File: src/rtl/rr_prio_encode.sv
// Registered priority encoder with run-time fixed / round-robin selection and valid/ready output.
// Optional one-hot grant output enabled by defining RRPE_ONEHOT_EN.
module rr_prio_encode #(
  parameter int WIDTH = 8,
  parameter int IDXW  = 3
) (
  input  logic             clk,
  input  logic             rst_n,
  input  logic             clr,
  input  logic             mode,
  input  logic [WIDTH-1:0] code,
  input  logic             in_valid,
  output logic             in_ready,
  output logic [IDXW-1:0]  op,
  output logic             op_none,
  output logic             op_valid,
  input  logic             out_ready
`ifdef RRPE_ONEHOT_EN
  ,
  output logic [WIDTH-1:0] oh
`endif
);

  localparam logic [IDXW-1:0] PTR_INIT = IDXW'(WIDTH - 1);

  logic [IDXW-1:0]  ptr;
  logic [WIDTH-1:0] hi_mask;
  logic [WIDTH-1:0] hi_req;
  logic [IDXW-1:0]  fix_idx;
  logic [IDXW-1:0]  rr_idx;
  logic [IDXW-1:0]  sel_idx;
  logic             sel_none;
  logic             accept;

  function automatic logic [IDXW-1:0] lowest_idx(input logic [WIDTH-1:0] v);
    logic [IDXW-1:0] idx;
    idx = '0;
    for (int i = WIDTH - 1; i >= 0; i--) begin
      if (v[i]) idx = IDXW'(i);
    end
    return idx;
  endfunction

  // Round robin: prefer the lowest request strictly above ptr; if there is none,
  // the lowest request overall is the wrapped winner (order 0..ptr).
  always_comb begin
    hi_mask = '0;
    for (int i = 0; i < WIDTH; i++) begin
      hi_mask[i] = (i > int'(ptr));
    end
    hi_req   = code & hi_mask;
    fix_idx  = lowest_idx(code);
    rr_idx   = (|hi_req) ? lowest_idx(hi_req) : fix_idx;
    sel_none = ~|code;
    sel_idx  = '0;
    if (!sel_none) sel_idx = mode ? rr_idx : fix_idx;
  end

  assign in_ready = ~clr & (~op_valid | out_ready);
  assign accept   = in_valid & in_ready;

  always_ff @(posedge clk or negedge rst_n) begin
    if (!rst_n) begin
      ptr      <= PTR_INIT;
      op       <= '0;
      op_none  <= 1'b0;
      op_valid <= 1'b0;
    end else if (clr) begin
      ptr      <= PTR_INIT;
      op_valid <= 1'b0;
    end else if (accept) begin
      op       <= sel_idx;
      op_none  <= sel_none;
      op_valid <= 1'b1;
      if (!sel_none) ptr <= sel_idx;
    end else if (out_ready) begin
      op_valid <= 1'b0;
    end
  end

`ifdef RRPE_ONEHOT_EN
  logic [WIDTH-1:0] sel_oh;

  always_comb begin
    sel_oh = '0;
    if (!sel_none) sel_oh[sel_idx] = 1'b1;
  end

  always_ff @(posedge clk or negedge rst_n) begin
    if (!rst_n) begin
      oh <= '0;
    end else if (!clr && accept) begin
      oh <= sel_oh;
    end
  end
`endif

endmodule

File: config.mk
export PLATFORM = sky130hd
export DESIGN_NAME = rr_prio_encode
export DESIGN_NICKNAME = d
export VERILOG_FILES = /design/src/rtl/rr_prio_encode.sv
export SDC_FILE = /design/constraint.sdc
export NUM_CORES = 1
export LEC_CHECK = 0
export ABC_AREA = 1
export BUFFER_PORTS_ARGS = -buffer_cell sky130_fd_sc_hd__buf_4
export CAP_MARGIN = 10
export CORE_AREA = 5 5 42 44
export CTS_CLUSTER_DIAMETER = 40
export DETAILED_ROUTE_END_ITERATION = 16
export DIE_AREA = 0 0 47 49
export GPL_TIMING_DRIVEN = 0
export PLACE_DENSITY = 0.71
export SYNTH_ARGS = -nofsm -noshare
export SYNTH_HDL_FRONTEND = slang
export SYNTH_SLANG_ARGS = --single-unit
File: constraint.sdc
create_clock -name clk -period 1.92 [get_ports clk]
set_input_delay 0.192 -clock clk [delete_from_list [all_inputs] [get_ports clk]]
set_output_delay 0.192 -clock clk [all_outputs]
set_load 0.01 [all_outputs]
Word-level counts from Yosys, hierarchy flattened --
Index checks and enable logic that the tools add are counted. W data, S select, Z words.
Storage, ports and cells: bits in registers 8, input port bits 14, output and inout port bits 6, logic and storage cells 50
Operators by class: $lt $le $gt $ge 7, muxes and demuxes 25, bitwise logic cells 6, reduce and logical (&&, ||, !) cells 8
Operator list (number):
- $mux W3 | 22
- $reduce_or A8 Y1 | 2
- $gt A3 B3 Y1 const A | 4
- $and A8 B8 Y8 | 1
- $gt A2 B3 Y1 const A | 2
- $reduce_and A2 Y1 | 2
- $reduce_bool A2 Y1 | 2
- $gt A1 B3 Y1 const A | 1
- $mux W1 | 3
- $reduce_bool A3 Y1 | 1
- $and A1 B1 Y1 | 2
- $not A1 Y1 | 2
- $logic_not A1 Y1 | 1
- $or A1 B1 Y1 | 1

Depth between registers and ports, before layout --
Gate-level depths: netlist (run 1).
depth after elaboration 16, mapped depth 10

Least setup slack after synthesis (run 1) --
Ideal clock, no wire load.
path kind reg2reg, start reg ptr[2], end reg op[0], library setup time 0.117 ns, data arrival time 1.138 ns, data required time 1.803 ns, path slack 0.665 ns, cell stages (with the launch flop) 8, buffers on the path 0, clock period less this slack 1.255 ns, cell sequence dfstp_2 > inv_1 > nand3_1 > nand3_1 > o21ai_1 > nand2_1 > nand3_2 > nand2_1
Between the ends: word-level cells in the longest chain between the ends 13, elaborated cells on any way between the ends 20, classes of those cells order compare: 7; mux: 11; bitwise: 1; reduce/logical: 1
RTL lines:
- start: declaration | line 26 | logic [IDXW-1:0] ptr;
- start signal: assignment | line 75 | if (!sel_none) ptr <= sel_idx;
- $gt A3 B3 Y1 | line 49 | hi_mask[i] = (i > int'(ptr));
- $and A8 B8 Y8 (*) | line 51 | hi_req = code & hi_mask;
- $mux W3 (8 in series) | line 39 | if (v[i]) idx = IDXW'(i);
- $mux W3 (*) | line 53 | rr_idx = (|hi_req) ? lowest_idx(hi_req) : fix_idx;
- $mux W3 (*) (2 in series) | line 56 | if (!sel_none) sel_idx = mode ? rr_idx : fix_idx;
- end signal: assignment | line 72 | op <= sel_idx;
- end: declaration | line 14 | output logic [IDXW-1:0] op,
Mark *: on every way between the ends. The rest lies on a longest branch, timed or not. A chain may end at the register's enable or synchronous reset.

Worst setup path in the final report (run 1) --
start reg ptr[2], end reg op[1]
Same word-level chain as after synthesis.

==> results of run 1 <==
-- synth_stat cells --
| cell type | n |
|---|---|
| sky130_fd_sc_hd__nand2_1 | 35 |
| sky130_fd_sc_hd__inv_1 | 11 |
| sky130_fd_sc_hd__nand3_1 | 9 |
| sky130_fd_sc_hd__nor2_1 | 6 |
| sky130_fd_sc_hd__dfrtp_1 | 5 |
| sky130_fd_sc_hd__nand2_2 | 4 |
| sky130_fd_sc_hd__a21oi_1 | 3 |
| sky130_fd_sc_hd__dfstp_2 | 3 |
| sky130_fd_sc_hd__nand3_2 | 2 |
| sky130_fd_sc_hd__nand4_1 | 2 |
| sky130_fd_sc_hd__o21ai_2 | 2 |
| sky130_fd_sc_hd__o21bai_1 | 2 |
| sky130_fd_sc_hd__inv_2 | 1 |
| sky130_fd_sc_hd__nor2_2 | 1 |
| sky130_fd_sc_hd__o21a_1 | 1 |
| sky130_fd_sc_hd__o21ai_0 | 1 |
| sky130_fd_sc_hd__o21ai_1 | 1 |
-- cells in the final DEF, fill, tap and decap left out --
| cell type | Yosys | routed |
|---|---|---|
| sky130_fd_sc_hd__a21oi_1 | 3 | 3 |
| sky130_fd_sc_hd__buf_4 | 0 | 19 |
| sky130_fd_sc_hd__clkbuf_1 | 0 | 1 |
| sky130_fd_sc_hd__clkbuf_4 | 0 | 3 |
| sky130_fd_sc_hd__dfrtp_1 | 5 | 5 |
| sky130_fd_sc_hd__dfstp_2 | 3 | 3 |
| sky130_fd_sc_hd__dlygate4sd3_1 | 0 | 1 |
| sky130_fd_sc_hd__inv_1 | 11 | 11 |
| sky130_fd_sc_hd__inv_2 | 1 | 1 |
| sky130_fd_sc_hd__nand2_1 | 35 | 35 |
| sky130_fd_sc_hd__nand2_2 | 4 | 4 |
| sky130_fd_sc_hd__nand3_1 | 9 | 9 |
| sky130_fd_sc_hd__nand3_2 | 2 | 2 |
| sky130_fd_sc_hd__nand4_1 | 2 | 2 |
| sky130_fd_sc_hd__nor2_1 | 6 | 6 |
| sky130_fd_sc_hd__nor2_2 | 1 | 1 |
| sky130_fd_sc_hd__o21a_1 | 1 | 1 |
| sky130_fd_sc_hd__o21ai_0 | 1 | 1 |
| sky130_fd_sc_hd__o21ai_1 | 1 | 1 |
| sky130_fd_sc_hd__o21ai_2 | 2 | 2 |
| sky130_fd_sc_hd__o21bai_1 | 2 | 2 |
-- repair_timing --
item / CTS / global route
hold endpoints to repair: 8 / 0
hold buffers: 1 / 0
setup endpoints to repair: 0 / 0
buffers inserted: 0 / 0
-- cell type report --
class	count	share of cell area (%)
Multi-Input combinational cell	69	42.3
Sequential cell	8	26.3
Timing Repair Buffer	20	19.7
Inverter	12	5.81
Clock buffer	4	3.39
Tap cell	16	2.58
-- layer usage --
metal  track usage [%]  wire [µm]  part of all wire, %
met3              4.06        136                   10
met5                 0          0                    0
met4              2.76          0                    0
met1              18.2        565                   42
met2              20.8        636                   48
-- cell families after synthesis --
kind of cell	count (synthesis)
flip-flops	8
AND/OR/NAND/NOR	59
AO/OA/AOI/OAI	10
buffers and inverters	12
-- power groups by stage --
stage	Clock (W)	Sequential (W)	Combinational, W
after global placement	0	0.000211	0.000161
final	0.000133	0.000208	0.000165
after detailed placement	0	0.000211	0.000165
after floorplan	0	0.000218	0.0000836
after CTS	0.000139	0.000208	0.000167
after global routing	0.000153	0.000212	0.000189
-- worst max-delay path by stage --
stage                  startpoint           endpoint  slack, ps  cells past startpoint
2_1_floorplan  ptr[2]$_DFFE_PN1P_  op[0]$_DFFE_PN0P_        670                      7
3_3_place_gp   ptr[2]$_DFFE_PN1P_  op[0]$_DFFE_PN0P_        560                      8
3_5_place_dp   ptr[2]$_DFFE_PN1P_  op[1]$_DFFE_PN0P_        550                      7
4_1_cts        ptr[2]$_DFFE_PN1P_  op[1]$_DFFE_PN0P_        540                      7
5_1_grt        ptr[2]$_DFFE_PN1P_  op[1]$_DFFE_PN0P_        380                      7
6_report       ptr[2]$_DFFE_PN1P_  op[1]$_DFFE_PN0P_        540                      7
-- critical path, delay by kind of cell, from the launching register on --
family / cells / cell delay (ps)
flops: 1 / 570
simple gates: 5 / 470
compound gates: 1 / 170
buf+inv: 1 / 60
-- stage by stage --
| step | hold slack [ps] | area (µm²) | cells |
|---|---|---|---|
| detailed placement | 15.9 | 739 | 124 |
| global placement | 12.1 | 739 | 124 |
| global route | 142 | 776 | 129 |
| finish | 153 | 776 | 129 |
| floorplan | -104 | 577 | 89 |
| CTS | 144 | 776 | 129 |
-- state kept, by name, summed over array words and instances, names as in the netlist --
signal	flops
op_valid	1
ptr	3
op_none	1
op	3
==> impl_metrics.xml, run 1 <==
<?xml version="1.0" encoding="UTF-8"?>
<metrics>
  <group name="timing">
    <metric name="clock.fmax" unit="GHz">0.726</metric>
    <metric name="min_period_over_period" unit="%">71.8</metric>
    <metric name="finalHoldViolations" unit="">0</metric>
    <metric name="timing.final.crit_period" unit="ps">1380</metric>
    <metric name="relSlewSlack" unit="%">86.0</metric>
    <metric name="worst_pin_slew" unit="ps">210</metric>
    <metric name="unrepaired_setup_endpoints_after_global_routing" unit="">no</metric>
    <metric name="clock_skew" unit="ps">4.78</metric>
    <metric name="slew_viol_final" unit="">0</metric>
    <metric name="post_route_setup_tns" unit="ps">0</metric>
    <metric name="setup-violations-final" unit="">0</metric>
    <metric name="setup_slack" unit="ps">542</metric>
  </group>
  <group name="global_routing">
    <metric name="globalRoute.totalOverflow" unit="">0</metric>
    <metric name="wire_length_of_the_first_global_routing_pass" unit="mm">2.42</metric>
    <metric name="vias_in_the_first_global_route" unit="">584</metric>
    <metric name="grt_max_degree" unit="">9</metric>
    <metric name="grtUsageTotal" unit="%">13.5</metric>
    <metric name="antenna_found_initial" unit="">0</metric>
  </group>
  <group name="routing">
    <metric name="antenna_violating_nets_post_route" unit="">0</metric>
    <metric name="wl_per_cell" unit="µm">10.4</metric>
    <metric name="via_density" unit="">4.67</metric>
    <metric name="vias" unit="">603</metric>
    <metric name="drcViolationCount" unit="">0</metric>
    <metric name="first_pass_iters" unit="">3</metric>
    <metric name="drt-total-wl" unit="mm">1.34</metric>
    <metric name="initial_drc_count" unit="">3</metric>
  </group>
  <group name="die">
    <metric name="num_rows" unit="">14</metric>
    <metric name="initial_core_util" unit="%">41.2</metric>
    <metric name="core" unit="µm²">1400</metric>
    <metric name="die_x" unit="µm">47</metric>
    <metric name="die_area" unit="µm²">2300</metric>
    <metric name="io_pins" unit="">20</metric>
    <metric name="die_height" unit="µm">49</metric>
  </group>
  <group name="finish">
    <metric name="finalNetCount" unit="">128</metric>
    <metric name="combined_area_of_the_multi_input_logic_cells" unit="µm²">328</metric>
    <metric name="layout.core_utilization" unit="%">55.4</metric>
    <metric name="number_of_fill_cells_in_the_layout" unit="">138</metric>
    <metric name="area.sequential" unit="µm²">204</metric>
    <metric name="syn_to_final_growth" unit="%">34.5</metric>
    <metric name="num_antenna_cells" unit="">0</metric>
    <metric name="proportion_of_layout_cells_with_a_drive_suffix_above_1" unit="%">31.0</metric>
  </group>
  <group name="cts">
    <metric name="cts-root-to-sink-buffers" unit="">2</metric>
    <metric name="clk-insertion-delay-late" unit="ps">250</metric>
    <metric name="cts.repair.resized" unit="">0</metric>
    <metric name="cts_h_tree_lvls" unit="">1</metric>
    <metric name="cts_tree" unit="">built</metric>
    <metric name="cts.reportedPaths.clkPinSlew" unit="ps">60</metric>
    <metric name="cts.sinks" unit="">8</metric>
    <metric name="cts_inserted_buffers" unit="">3</metric>
    <metric name="root_buffer" unit="">sky130_fd_sc_hd__clkbuf_4</metric>
  </group>
  <group name="power_and_ir_drop">
    <metric name="power_leakage" unit="nW">0.463</metric>
    <metric name="power.switching_fraction" unit="%">30.7</metric>
    <metric name="clkPwrFrac" unit="%">26.2</metric>
    <metric name="power.share.combinational" unit="%">32.6</metric>
    <metric name="vdd_ir_drop_max" unit="mV">0.470</metric>
    <metric name="report.power.total" unit="W">0.000506</metric>
    <metric name="p_switching" unit="W">0.000155</metric>
    <metric name="power_density" unit="nW/µm²">652</metric>
    <metric name="power.internal" unit="W">0.000351</metric>
    <metric name="power_frac_seq" unit="%">41.2</metric>
  </group>
  <group name="setup_path">
    <metric name="worstSetupEndpointType" unit="">register</metric>
    <metric name="r2r.worst_path.cells" unit="">7</metric>
    <metric name="required" unit="ps">2050</metric>
    <metric name="critPathKind" unit="">reg2reg</metric>
    <metric name="reg2reg_from" unit="">ptr[2]$_DFFE_PN1P_</metric>
    <metric name="cp_cell_sequence" unit="">inv_1, nand3_1, nand3_1, o21ai_1, nand2_1, nand3_1, nand2_1</metric>
    <metric name="crit_path_frequent_cell" unit="">sky130_fd_sc_hd__nand3_1</metric>
    <metric name="critical_path_arrival" unit="ps">1510</metric>
    <metric name="timing.critical_path.from_type" unit="">register</metric>
    <metric name="worstReg2RegEnd" unit="">op[1]$_DFFE_PN0P_</metric>
    <metric name="critical_path.max_stage_delay" unit="ps">570</metric>
    <metric name="cpMaxStageDelayCell" unit="">sky130_fd_sc_hd__dfstp_2</metric>
    <metric name="timing.critical_path.fanout_max" unit="">6</metric>
    <metric name="timing.reg2reg.setup_slack" unit="ps">540</metric>
  </group>
  <group name="logic_synthesis">
    <metric name="syn-instance-count" unit="">89</metric>
    <metric name="synth_top_family_by_area" unit="">simple AND/OR/NAND/NOR gates</metric>
    <metric name="post_synthesis_compound_gate_area_fraction" unit="%">11.3</metric>
    <metric name="synthMuxAreaShare" unit="%">0</metric>
    <metric name="synth_area_leaders" unit="">sky130_fd_sc_hd__nand2_1, sky130_fd_sc_hd__dfrtp_1, sky130_fd_sc_hd__dfstp_2</metric>
    <metric name="yosys.area_share.simple" unit="%">45.6</metric>
    <metric name="yosysTopAreaCellShare" unit="%">22.8</metric>
    <metric name="seq_area_frac_synth" unit="%">35.4</metric>
    <metric name="yosysWarnings" unit="">0</metric>
    <metric name="yosys.area.top_type" unit="">sky130_fd_sc_hd__nand2_1</metric>
    <metric name="ys_ff_latch" unit="">8</metric>
    <metric name="mean_post_synth_cell_area" unit="µm²">6.48</metric>
    <metric name="adder_cell_fraction_of_synth_area" unit="%">0</metric>
    <metric name="netlist_area" unit="µm²">577</metric>
    <metric name="post_synth_num_cell_types" unit="">17</metric>
    <metric name="synth_fp_nets" unit="">103</metric>
    <metric name="synth_xor_area_share" unit="%">0</metric>
  </group>
  <group name="place">
    <metric name="gp_congestion" unit="">0.795</metric>
    <metric name="dp_hpwl" unit="mm">1.16</metric>
    <metric name="port_buffer_cells" unit="">19</metric>
    <metric name="pre_cts_slack" unit="ps">548</metric>
  </group>
  <group name="hold_path">
    <metric name="hold_path_depth" unit="">2</metric>
    <metric name="min_to" unit="">op_valid$_DFFE_PN0P_</metric>
    <metric name="class_of_the_most_critical_hold_timing_path" unit="">in2reg</metric>
    <metric name="min_from" unit="">clr</metric>
  </group>
  <group name="status">
    <metric name="run_status" unit="">complete, no violations</metric>
  </group>
  <group name="job">
    <metric name="cap_viol_max_count" unit="">0</metric>
  </group>
</metrics>
Power figures use the tool's default switching activity.
==> run 2: changes to the inputs <==
Clock period 1.92 ns to 1.4 ns, I/O delays scaled along.
==> run 2 against run 1 <==
  * Core utilization increased by 3.5 points
  * Register-to-register slack got worse by 530 ps
  * Clock skew about the same
  * Power increased by 41%
  * Sequential cell count unchanged
  * Routed wire length increased by 4.8%
  * Critical path depth unchanged
  * Setup slack got worse by 530 ps
  * Die area unchanged
  * Largest cell class unchanged
==> impl_metrics.xml, run 2 (synthesis results as in run 1) <==
<?xml version="1.0" encoding="UTF-8"?>
<metrics>
  <group name="status">
    <metric name="run_status" unit="">complete, no violations</metric>
  </group>
  <group name="finish">
    <metric name="num_antenna_cells" unit="">0</metric>
    <metric name="layout.cells.most_common_list" unit="">sky130_fd_sc_hd__nand2_1, sky130_fd_sc_hd__buf_4, sky130_fd_sc_hd__inv_1</metric>
    <metric name="finalNetCount" unit="">129</metric>
    <metric name="layout.core_utilization" unit="%">58.8</metric>
    <metric name="syn_to_final_growth" unit="%">43.0</metric>
    <metric name="proportion_of_layout_cells_with_a_drive_suffix_above_1" unit="%">42.1</metric>
    <metric name="layout.cells.most_common" unit="">sky130_fd_sc_hd__nand2_1</metric>
    <metric name="number_of_fill_cells_in_the_layout" unit="">138</metric>
    <metric name="layout.cell_area.non_filler" unit="µm²">825</metric>
    <metric name="top_regs" unit="">op (3), ptr (3)</metric>
  </group>
  <group name="cts">
    <metric name="cts_tree" unit="">built</metric>
    <metric name="root_buffer" unit="">sky130_fd_sc_hd__clkbuf_4</metric>
    <metric name="cts_h_tree_lvls" unit="">1</metric>
    <metric name="cts.reportedPaths.clkPinSlew" unit="ps">60</metric>
    <metric name="cts-root-to-sink-buffers" unit="">2</metric>
    <metric name="cts_inserted_buffers" unit="">3</metric>
    <metric name="clk-insertion-delay-late" unit="ps">250</metric>
    <metric name="cts.sinks" unit="">8</metric>
  </group>
  <group name="power_and_ir_drop">
    <metric name="power.internal" unit="W">0.000487</metric>
    <metric name="power.switching_fraction" unit="%">31.6</metric>
    <metric name="power_density" unit="nW/µm²">864</metric>
    <metric name="vdd_ir_drop_max" unit="mV">0.645</metric>
    <metric name="power.share.combinational" unit="%">33.8</metric>
    <metric name="p_switching" unit="W">0.000225</metric>
    <metric name="clkPwrFrac" unit="%">25.5</metric>
    <metric name="power_leakage" unit="nW">0.481</metric>
    <metric name="power_frac_seq" unit="%">40.7</metric>
  </group>
  <group name="timing">
    <metric name="final.hold.worst_slack" unit="ps">99.0</metric>
    <metric name="worst_pin_slew" unit="ps">211</metric>
    <metric name="unrepaired_setup_endpoints_after_global_routing" unit="">yes</metric>
    <metric name="timing.final.crit_period" unit="ps">1390</metric>
    <metric name="relSlewSlack" unit="%">86.0</metric>
    <metric name="clock.fmax" unit="GHz">0.719</metric>
    <metric name="post_route_setup_tns" unit="ps">0</metric>
    <metric name="slew_viol_final" unit="">0</metric>
    <metric name="setup-violations-final" unit="">0</metric>
    <metric name="setup_slack" unit="ps">8.27</metric>
    <metric name="min_period_over_period" unit="%">99.4</metric>
    <metric name="clock_skew" unit="ps">5.02</metric>
    <metric name="finalHoldViolations" unit="">0</metric>
  </group>
  <group name="global_routing">
    <metric name="grt_max_degree" unit="">9</metric>
    <metric name="grtUsageTotal" unit="%">13.5</metric>
    <metric name="antenna_found_initial" unit="">0</metric>
    <metric name="globalRoute.totalOverflow" unit="">0</metric>
    <metric name="vias_in_the_first_global_route" unit="">584</metric>
    <metric name="wire_length_of_the_first_global_routing_pass" unit="mm">2.42</metric>
  </group>
  <group name="setup_path">
    <metric name="worstSetupEndpointType" unit="">register</metric>
    <metric name="critical_path_arrival" unit="ps">1530</metric>
    <metric name="cp_cell_sequence" unit="">nand2_2, nand3_2, nand4_1, o21ai_2, nand2_1, nand3_2, nand2_1</metric>
    <metric name="timing.reg2reg.setup_slack" unit="ps">8</metric>
    <metric name="reg2reg_from" unit="">ptr[2]$_DFFE_PN1P_</metric>
    <metric name="required" unit="ps">1540</metric>
    <metric name="timing.critical_path.from_type" unit="">register</metric>
    <metric name="r2r.worst_path.cells" unit="">7</metric>
    <metric name="worstReg2RegEnd" unit="">op[1]$_DFFE_PN0P_</metric>
    <metric name="critPathKind" unit="">reg2reg</metric>
    <metric name="critical_path.max_stage_delay" unit="ps">600</metric>
    <metric name="cpMaxStageDelayCell" unit="">sky130_fd_sc_hd__dfstp_2</metric>
    <metric name="timing.critical_path.fanout_max" unit="">6</metric>
  </group>
  <group name="routing">
    <metric name="drt-total-wl" unit="mm">1.40</metric>
    <metric name="via_density" unit="">4.75</metric>
    <metric name="antenna_violating_nets_post_route" unit="">0</metric>
    <metric name="first_pass_iters" unit="">4</metric>
    <metric name="drcViolationCount" unit="">0</metric>
    <metric name="initial_drc_count" unit="">6</metric>
    <metric name="wl_per_cell" unit="µm">10.8</metric>
    <metric name="vias" unit="">618</metric>
  </group>
  <group name="hold_path">
    <metric name="min_from" unit="">clr</metric>
    <metric name="class_of_the_most_critical_hold_timing_path" unit="">in2reg</metric>
    <metric name="hold_path_depth" unit="">2</metric>
    <metric name="min_to" unit="">op_valid$_DFFE_PN0P_</metric>
  </group>
  <group name="place">
    <metric name="port_buffer_cells" unit="">19</metric>
    <metric name="pre_cts_slack" unit="ps">28.2</metric>
    <metric name="dpl_cell_area" unit="µm²">739</metric>
    <metric name="gp_congestion" unit="">0.795</metric>
    <metric name="dp_hpwl" unit="mm">1.16</metric>
  </group>
  <group name="die">
    <metric name="die_height" unit="µm">49</metric>
    <metric name="die_area" unit="µm²">2300</metric>
    <metric name="core" unit="µm²">1400</metric>
    <metric name="initial_core_util" unit="%">41.2</metric>
    <metric name="io_pins" unit="">20</metric>
    <metric name="num_rows" unit="">14</metric>
    <metric name="die_x" unit="µm">47</metric>
  </group>
  <group name="job">
    <metric name="cap_viol_max_count" unit="">0</metric>
  </group>
</metrics>
==> run 2: changes by cell type in the layout (fill, tap and decap cells not counted) <==
cell,before,now
sky130_fd_sc_hd__o21ai_2,2,3
sky130_fd_sc_hd__inv_1,11,10
sky130_fd_sc_hd__nand2_2,4,9
sky130_fd_sc_hd__inv_2,1,2
sky130_fd_sc_hd__o21ai_1,1,0
sky130_fd_sc_hd__nand3_1,9,4
sky130_fd_sc_hd__buf_4,19,20
sky130_fd_sc_hd__nand2_1,35,30
sky130_fd_sc_hd__nand3_2,2,7
==> run 2: timing repair <==
item,4_1_cts,5_1_grt
setup buffers,0,1
resized for setup,0,12
endpoints found under the setup margin,0,6
hold buffers,1,0
hold endpoints to repair,8,0
==> run 2: metrics by stage <==
step | total power, W | instances
3_3_place_gp | 0.000510 | 124
4_1_cts | 0.000705 | 129
6_report | 0.000712 | 130
2_1_floorplan | 0.000413 | 89
3_5_place_dp | 0.000515 | 124
5_1_grt | 0.000779 | 130
==> run 2: routing by layer <==
| metal | share of wire, % | global-route usage, % | vias to the layer above |
|---|---|---|---|
| met5 | 0 | 0 | - |
| met3 | 9.7 | 4.06 | 0 |
| met2 | 50 | 20.8 | 17 |
| li1 | - | - | 331 |
| met4 | 0 | 2.76 | 0 |
| met1 | 40 | 18.2 | 270 |
==> run 2: power by group through the flow <==
stage	Combinational (W)	Sequential, W	Clock, W
floorplan	0.000115	0.000298	0
global placement	0.000221	0.000289	0
detailed placement	0.000226	0.000289	0
CTS	0.000229	0.000286	0.000191
global route	0.000274	0.000295	0.000210
finish	0.000241	0.000290	0.000182
==> run 2: worst max-delay path by stage <==
| stage | cells past startpoint | to | startpoint |
|---|---|---|---|
| floorplan | 7 | op[0]$_DFFE_PN0P_ | ptr[2]$_DFFE_PN1P_ |
| global placement | 8 | op[0]$_DFFE_PN0P_ | ptr[2]$_DFFE_PN1P_ |
| detailed placement | 7 | op[1]$_DFFE_PN0P_ | ptr[2]$_DFFE_PN1P_ |
| CTS | 7 | op[1]$_DFFE_PN0P_ | ptr[2]$_DFFE_PN1P_ |
| global route | 7 | op[0]$_DFFE_PN0P_ | ptr[2]$_DFFE_PN1P_ |
| finish | 7 | op[1]$_DFFE_PN0P_ | ptr[2]$_DFFE_PN1P_ |
==> run 2: area by class of cell <==
class | instances | area (µm²) | area share (%)
Clock buffer | 4 | 26.3 | 3.19
Multi-Input combinational cell | 69 | 369 | 44.8
Timing Repair Buffer | 21 | 160 | 19.4
Sequential cell | 8 | 204 | 24.7
Tap cell | 16 | 20.0 | 2.43
Inverter | 12 | 45.0 | 5.46
==> run 2: worst max-delay path, delay by kind of cell, from the launching register on <==
kind | cells | cell delay [ps]
AOI/OAI and AO/OA | 1 | 160
DFF | 1 | 600
and+or+nand+nor | 6 | 520
